File: src/rtl/byte_lane_serializer.sv
// byte_lane_serializer
//   Takes a byte-masked word and emits only its enabled bytes, one per cycle,
//   lowest lane first. Both sides use a val/rdy handshake.
//
// Ports
//   clk       clock, all state updates on the rising edge
//   reset     asynchronous, active-high reset
//   in_val    input word valid
//   in_rdy    block accepts a word this cycle (combinational on out_rdy)
//   in_en     per-lane enable, bit i qualifies in_d[8*i+7:8*i]
//   in_d      input word
//   out_val   out_byte is valid
//   out_rdy   consumer takes out_byte this cycle
//   out_byte  current byte
//   out_lane  lane index of out_byte
//   out_last  out_byte is the last enabled byte of its word
module byte_lane_serializer #(
    parameter int unsigned NBYTES = 2,
    localparam int unsigned LW = (NBYTES > 1) ? $clog2(NBYTES) : 1
) (
    input  logic                  clk,
    input  logic                  reset,
    input  logic                  in_val,
    output logic                  in_rdy,
    input  logic [NBYTES-1:0]     in_en,
    input  logic [8*NBYTES-1:0]   in_d,
    output logic                  out_val,
    input  logic                  out_rdy,
    output logic [7:0]            out_byte,
    output logic [LW-1:0]         out_lane,
    output logic                  out_last
);

    typedef enum logic [0:0] {StIdle, StSend} state_e;

    state_e              state_q, state_d;
    logic [8*NBYTES-1:0] word_q, word_d;
    logic [NBYTES-1:0]   mask_q, mask_d;
    logic                out_val_q, out_last_q;
    logic [7:0]          out_byte_q, out_byte_d;
    logic [LW-1:0]       out_lane_q, out_lane_d;
    logic                accept;

    function automatic logic [LW-1:0] lowest_lane(input logic [NBYTES-1:0] m);
        lowest_lane = '0;
        for (int i = NBYTES - 1; i >= 0; i--) begin
            if (m[i]) lowest_lane = LW'(i);
        end
    endfunction

    function automatic logic single_bit(input logic [NBYTES-1:0] m);
        single_bit = (m != '0) && ((m & (m - NBYTES'(1))) == '0);
    endfunction

    // A new word may enter in the same cycle the previous word's last byte
    // leaves, which keeps back-to-back words bubble-free.
    assign in_rdy = !reset &&
                    ((state_q == StIdle) || (out_val_q && out_rdy && out_last_q));
    assign accept = in_val && in_rdy;

    always_comb begin
        word_d     = word_q;
        mask_d     = mask_q;
        out_byte_d = '0;
        if (state_q == StSend && out_rdy) begin
            mask_d = mask_q & ~(NBYTES'(1) << out_lane_q);
        end
        if (accept) begin
            word_d = in_d;
            mask_d = in_en;
        end
        out_lane_d = lowest_lane(mask_d);
        if (mask_d != '0) begin
            for (int i = 0; i < NBYTES; i++) begin
                if (LW'(i) == out_lane_d) out_byte_d = word_d[8*i +: 8];
            end
        end
        // An all-zero mask (drained or accepted empty) means nothing to send.
        state_d = (mask_d != '0) ? StSend : StIdle;
    end

    always_ff @(posedge clk or posedge reset) begin
        if (reset) begin
            state_q    <= StIdle;
            word_q     <= '0;
            mask_q     <= '0;
            out_val_q  <= 1'b0;
            out_byte_q <= '0;
            out_lane_q <= '0;
            out_last_q <= 1'b0;
        end else begin
            state_q    <= state_d;
            word_q     <= word_d;
            mask_q     <= mask_d;
            out_val_q  <= (state_d == StSend);
            out_byte_q <= out_byte_d;
            out_lane_q <= out_lane_d;
            out_last_q <= single_bit(mask_d);
        end
    end

    assign out_val  = out_val_q;
    assign out_byte = out_byte_q;
    assign out_lane = out_lane_q;
    assign out_last = out_last_q;

endmodule

File: config.mk
export PLATFORM = sky130hd
export DESIGN_NAME = byte_lane_serializer
export DESIGN_NICKNAME = d
export VERILOG_FILES = /design/src/rtl/byte_lane_serializer.sv
export SDC_FILE = /design/constraint.sdc
export NUM_CORES = 1
export LEC_CHECK = 0
export CORE_MARGIN = 2
export CORE_UTILIZATION = 40
export CTS_CLUSTER_DIAMETER = 50
export DETAILED_ROUTE_END_ITERATION = 6
export PLACE_DENSITY_LB_ADDON = 0.15
export SYNTH_ARGS = -nofsm -noshare
export SYNTH_HDL_FRONTEND = slang
export SYNTH_SLANG_ARGS = --single-unit
File: constraint.sdc
create_clock -name clk -period 3 [get_ports clk]
set_input_delay 0.6 -clock clk [delete_from_list [all_inputs] [get_ports clk]]
set_output_delay 0.6 -clock clk [all_outputs]
set_load 0.01 [all_outputs]
Word level (Yosys, flattened, before mapping)

Index checks and enable logic that the tools add are counted.

Input bits: 22
Logic and storage cells: 29
Bits in registers: 29
Output and inout port bits: 12

Reductions and logical operators: 9
Shift operators: 1
$add $sub $neg: 1
Multiplexer cells: 8
Bitwise logic cells: 4

Operators with widths:

| cell                  | count |
|---|---|
| $mux W16              | 1 |
| $mux W8               | 2 |
| $logic_and A1 B1 Y1   | 5 |
| $and A2 B2 Y2         | 2 |
| $mux W2               | 2 |
| $mux W1               | 3 |
| $logic_not A2 Y1      | 1 |
| $not A2 Y2            | 1 |
| $reduce_bool A2 Y1    | 1 |
| $shl A1 B1 Y2 const A | 1 |
| $sub A2 B1 Y2 const B | 1 |
| $logic_not A1 Y1      | 1 |
| $logic_or A1 B1 Y1    | 1 |
| $not A1 Y1            | 1 |

Longest topological paths before layout

Depth in word-level cells: 10
Gate-level depth with buffers: 10
Mapped depth without buffers: 7

Worst setup path after synthesis

No wires, ideal clock.

Path type: input to register
Start point: input out_rdy
End point: register out_byte_q[5] (netlist: out_byte[5])
Setup slack: 506 ps
Data required time: 2906 ps
Stages on the path: 10
Arrival time: 2400 ps
Setup time: 94 ps
Path buffers: 4
Cell sequence: a21bo_2 > and2_4 > buf_6 > buf_2 > o21ai_0 > ha_1 > buf_4 > buf_2 > a221oi_1 > a211oi_1

Longest elaborated chain between the ends: 10
Elaborated cells between the ends (all ways): 13
Classes of those cells: mux (7); reduce/logical (6)

Ends and longest elaborated chain:

| what                     | line | RTL |
|---|---|---|
| start: declaration       | 28   | `input logic out_rdy,` |
| $logic_and A1 B1 Y1 (*)  | 65   | `if (state_q == StSend && out_rdy) begin` |
| $logic_and A1 B1 Y1      | 58   | `((state_q == StIdle) \|\| (out_val_q && out_rdy && out_last_q));` |
| $logic_or A1 B1 Y1       | 58   |  |
| $logic_and A1 B1 Y1      | 57   | `assign in_rdy = !reset &&` |
| $logic_and A1 B1 Y1      | 59   | `assign accept = in_val && in_rdy;` |
| $mux W2 (*)              | 68   | `if (accept) begin` |
| via mask_d[1]            | 38   | `logic [NBYTES-1:0] mask_q, mask_d;` |
| $mux W1 (*) (2 in a row) | 47   | `if (m[i]) lowest_lane = LW'(i);` |
| via out_lane_d           | 41   | `logic [LW-1:0] out_lane_q, out_lane_d;` |
| $mux W8 (*)              | 75   | `if (LW'(i) == out_lane_d) out_byte_d = word_d[8*i +: 8];` |
| $mux W8 (*)              | 73   | `if (mask_d != '0) begin` |
| via out_byte_d[5]        | 40   | `logic [7:0] out_byte_q, out_byte_d;` |
| end signal: assignment   | 96   | `out_byte_q <= out_byte_d;` |
| end: declaration         | 40   |  |

The timed path passes the listed nets; every way through them passes the cells marked *.

Worst setup path in the final report

Start point: input out_rdy
End point: output in_rdy

Longest elaborated chain between the ends: 4

Ends and longest elaborated chain:

| what                | line | RTL |
|---|---|---|
| $logic_and A1 B1 Y1 | n/a  |  |
| $logic_and A1 B1 Y1 | 58   |  |
| $logic_or A1 B1 Y1  | 58   |  |
| $logic_and A1 B1 Y1 | 57   |  |
| end: declaration    | 24   | `output logic in_rdy,` |

Every way passes these cells.

==> flow_metrics.py <==
metrics = {
    "run_status": {
        "run_status": "finished, final reports clean",
    },
    "route": {
        "drt_iter0_drc": 34,
        "dr.pass1.iters": 4,
        "wl_um": 2660,
        "drc": 0,
        "routedWlPerCell_um": 14.0,
        "vias": 965,
        "drtAntennaViolNets": 0,
        "drt-vias-per-instance": 5.08,
    },
    "synth": {
        "synth-seq-cells": 29,
        "yosysTopAreaCellShare": 0.531,
        "netlist_area_sq_mm": 0.00137,
        "yosysWarnings": 0,
        "synth_cell_type_count": 21,
        "yosys.area.top_type": "dfrtp_1",
        "avgSynthCellArea_sq_um": 13.3,
        "synth-seq-area-share": 0.531,
        "synthTopCellsByArea": "dfrtp_1 53%, mux2_4 8.8%, mux2_2 6.6%",
        "synth_nets": 127,
        "syn_inst": 103,
    },
    "worst_setup_path": {
        "end_kind": "output pin",
        "worst-path-buf-inv": 3,
        "crit_family": "buffers and inverters",
        "cp-startpoint": "out_rdy",
        "cp.arrival_ps": 2070,
        "worstSetupPathType": "in2out",
        "worstReg2RegStart": "out_val$_DFF_PP0_",
        "max_stage_delay_ps": 540,
        "path_max_fanout": 5,
        "path_common_cell": "clkdlybuf4s50_1",
        "crit_chain": "clkdlybuf4s50_1 -> a21bo_2 -> buf_4 -> and2_1 -> clkdlybuf4s50_1",
        "critical_path_required_ps": 2400,
        "critPathSlowestCell": "clkdlybuf4s50_1",
        "cp-start-kind": "input port",
    },
    "sta": {
        "relSlewSlack": 0.720,
        "setup_tns_ps": 0,
        "rsz0062_at_grt": "false",
        "timing.final.crit_share": 0.891,
        "timing.hold.ws_ps": 509,
        "timing.fmax_ghz": 0.374,
        "post-route-min-period_ps": 2670,
        "fin_skew_ps": 2.60,
        "slew_viol_final": 0,
        "finalHoldViolCount": 0,
        "worst_slack_ps": 326,
        "worst_pin_slew_ps": 420,
        "setup_viol": 0,
    },
    "floorplanning": {
        "ios": 34,
        "fp.dieW_um": 62.4,
        "start_util": 0.413,
        "core_area_sq_mm": 0.00331,
        "fp.dieArea_sq_mm": 0.00390,
        "fp.dieH_um": 62.4,
        "fp-row-count": 21,
    },
    "clock_network": {
        "clock_latency_ps": 320,
        "cts_num_sinks": 29,
        "cts_resized": 0,
        "path_clk_slew_ps": 90,
        "hold_buffers": 0,
        "cts_tree": "yes",
        "cts_max_level": 2,
        "post_cts_buffers": 0,
        "max-clock-path-buffers": 2,
        "cts-root-buf": "clkbuf_4",
        "numCtsBuffers": 5,
    },
    "placed_design": {
        "dpl_worst_slack_ps": 205,
        "placed_area_sq_mm": 0.00176,
        "numPortBuffers": 33,
        "post-dp-hpwl_um": 1860,
        "gp_congestion": 0.730,
        "dp.cells": 182,
    },
    "cells_and_area": {
        "layout.nets": 167,
        "layout.cells.most_common": "clkdlybuf4s50_1",
        "utilization": 0.554,
        "num_antenna_cells": 0,
        "syn_to_final_growth_pct": 34.2,
        "fin_area_sq_mm": 0.00183,
        "final_cell_mix": "33 x clkdlybuf4s50_1, 29 x dfrtp_1",
        "fill_cells": 300,
        "layout-drive-gt1-share": 0.236,
        "final_cells": 190,
    },
    "power": {
        "p_per_area_mw_per_mm2": 941,
        "p_sw_uw": 556,
        "seqPwrFrac": 0.380,
        "internal_power_mw": 1.17,
        "p_comb_frac": 0.463,
        "clkPwrFrac": 0.157,
        "switching_share": 0.323,
        "peakVddDrop_uv": 343,
        "p_total_mw": 1.73,
        "p_leak_nw": 0.779,
    },
    "run": {
        "maxCapViolations": 0,
    },
    "global_routing": {
        "grt_pass1_vias": 966,
        "grt_usage": 0.152,
        "grt_overflow_total": 0,
        "antenna_found_initial": 0,
        "grt_pass1_wl_um": 4450,
        "grt_max_degree": 30,
    },
    "hold_path": {
        "min_path_type": "reg2reg",
        "hp-start": "word_q[0]$_DFF_PP0_",
    },
}
[metal layers]
layer	up-vias	part of all wire	wire length, um	GRT usage
met5	-	0	0	0
met4	0	0.034	90	0.117
met3	10	0.047	125	0.0342
met2	29	0.44	1180	0.220
met1	465	0.47	1260	0.196
li1	461	-	-	-
[cell families after synthesis]
| logic type | share of synthesized area |
|---|---|
| AO/OA/AOI/OAI | 0.125 |
| adder cells (fa/ha/maj) | 0.0183 |
| buffers and inverters | 0.0430 |
| flip-flops | 0.531 |
| multiplexers | 0.212 |
| AND/OR/NAND/NOR | 0.0705 |
[sequential cells by signal, indices dropped and copies added, names as in the netlist]
signal and flops:
word_q 16, out_lane 1, mask_q 2, out_last 1
out_val 1, out_byte 8
[Yosys cell counts]
cell and n:
buf_4 1, buf_6 2, a21bo_2 1, a211oi_1 8, o21ai_0 3, buf_2 2
a221oi_1 8, mux2_2 8, and2_4 1, ha_1 2, nand2_1 2, o21a_1 2
mux2i_1 8, dfrtp_1 29, mux2_4 8, clkbuf_1 3, nand3_1 3, nor2b_1 7
and2b_1 2, and2_1 1, inv_1 2
[final cells by class]
class | count | area (sq um) | share of cell area
clock buffers | 7 | 65.1 | 0.0355
multi-input cells | 64 | 582 | 0.317
clock inverters | 1 | 5.00 | 0.00273
repair buffers | 41 | 390 | 0.213
inverters | 2 | 7.51 | 0.00410
well taps | 46 | 57.6 | 0.0314
flip-flops and latches | 29 | 726 | 0.396
[path summary, 6_finish.rpt]
kind	endpoint	slack, ps	depth (start not counted)
worst max-delay path	in_rdy	330	5
worst min-delay path	word_q[0]$_DFF_PP0_	510	1
worst max register to register	out_byte[0]$_DFF_PP0_	860	8
worst min register to register	word_q[0]$_DFF_PP0_	510	1
max in group asynchronous	word_q[7]$_DFF_PP0_	2030	3
min in group asynchronous	word_q[4]$_DFF_PP0_	710	3
[power groups by stage]
stage	clock network, mW	logic [mW]	registers [mW]
final	0.271	0.799	0.656
after global routing	0.301	0.868	0.678
after CTS	0.278	0.807	0.657
after detailed placement	0	0.801	0.664
after global placement	0	0.787	0.659
after floorplan	0	0.512	0.671
No activity file was read; power rests on OpenSTA's default activity.
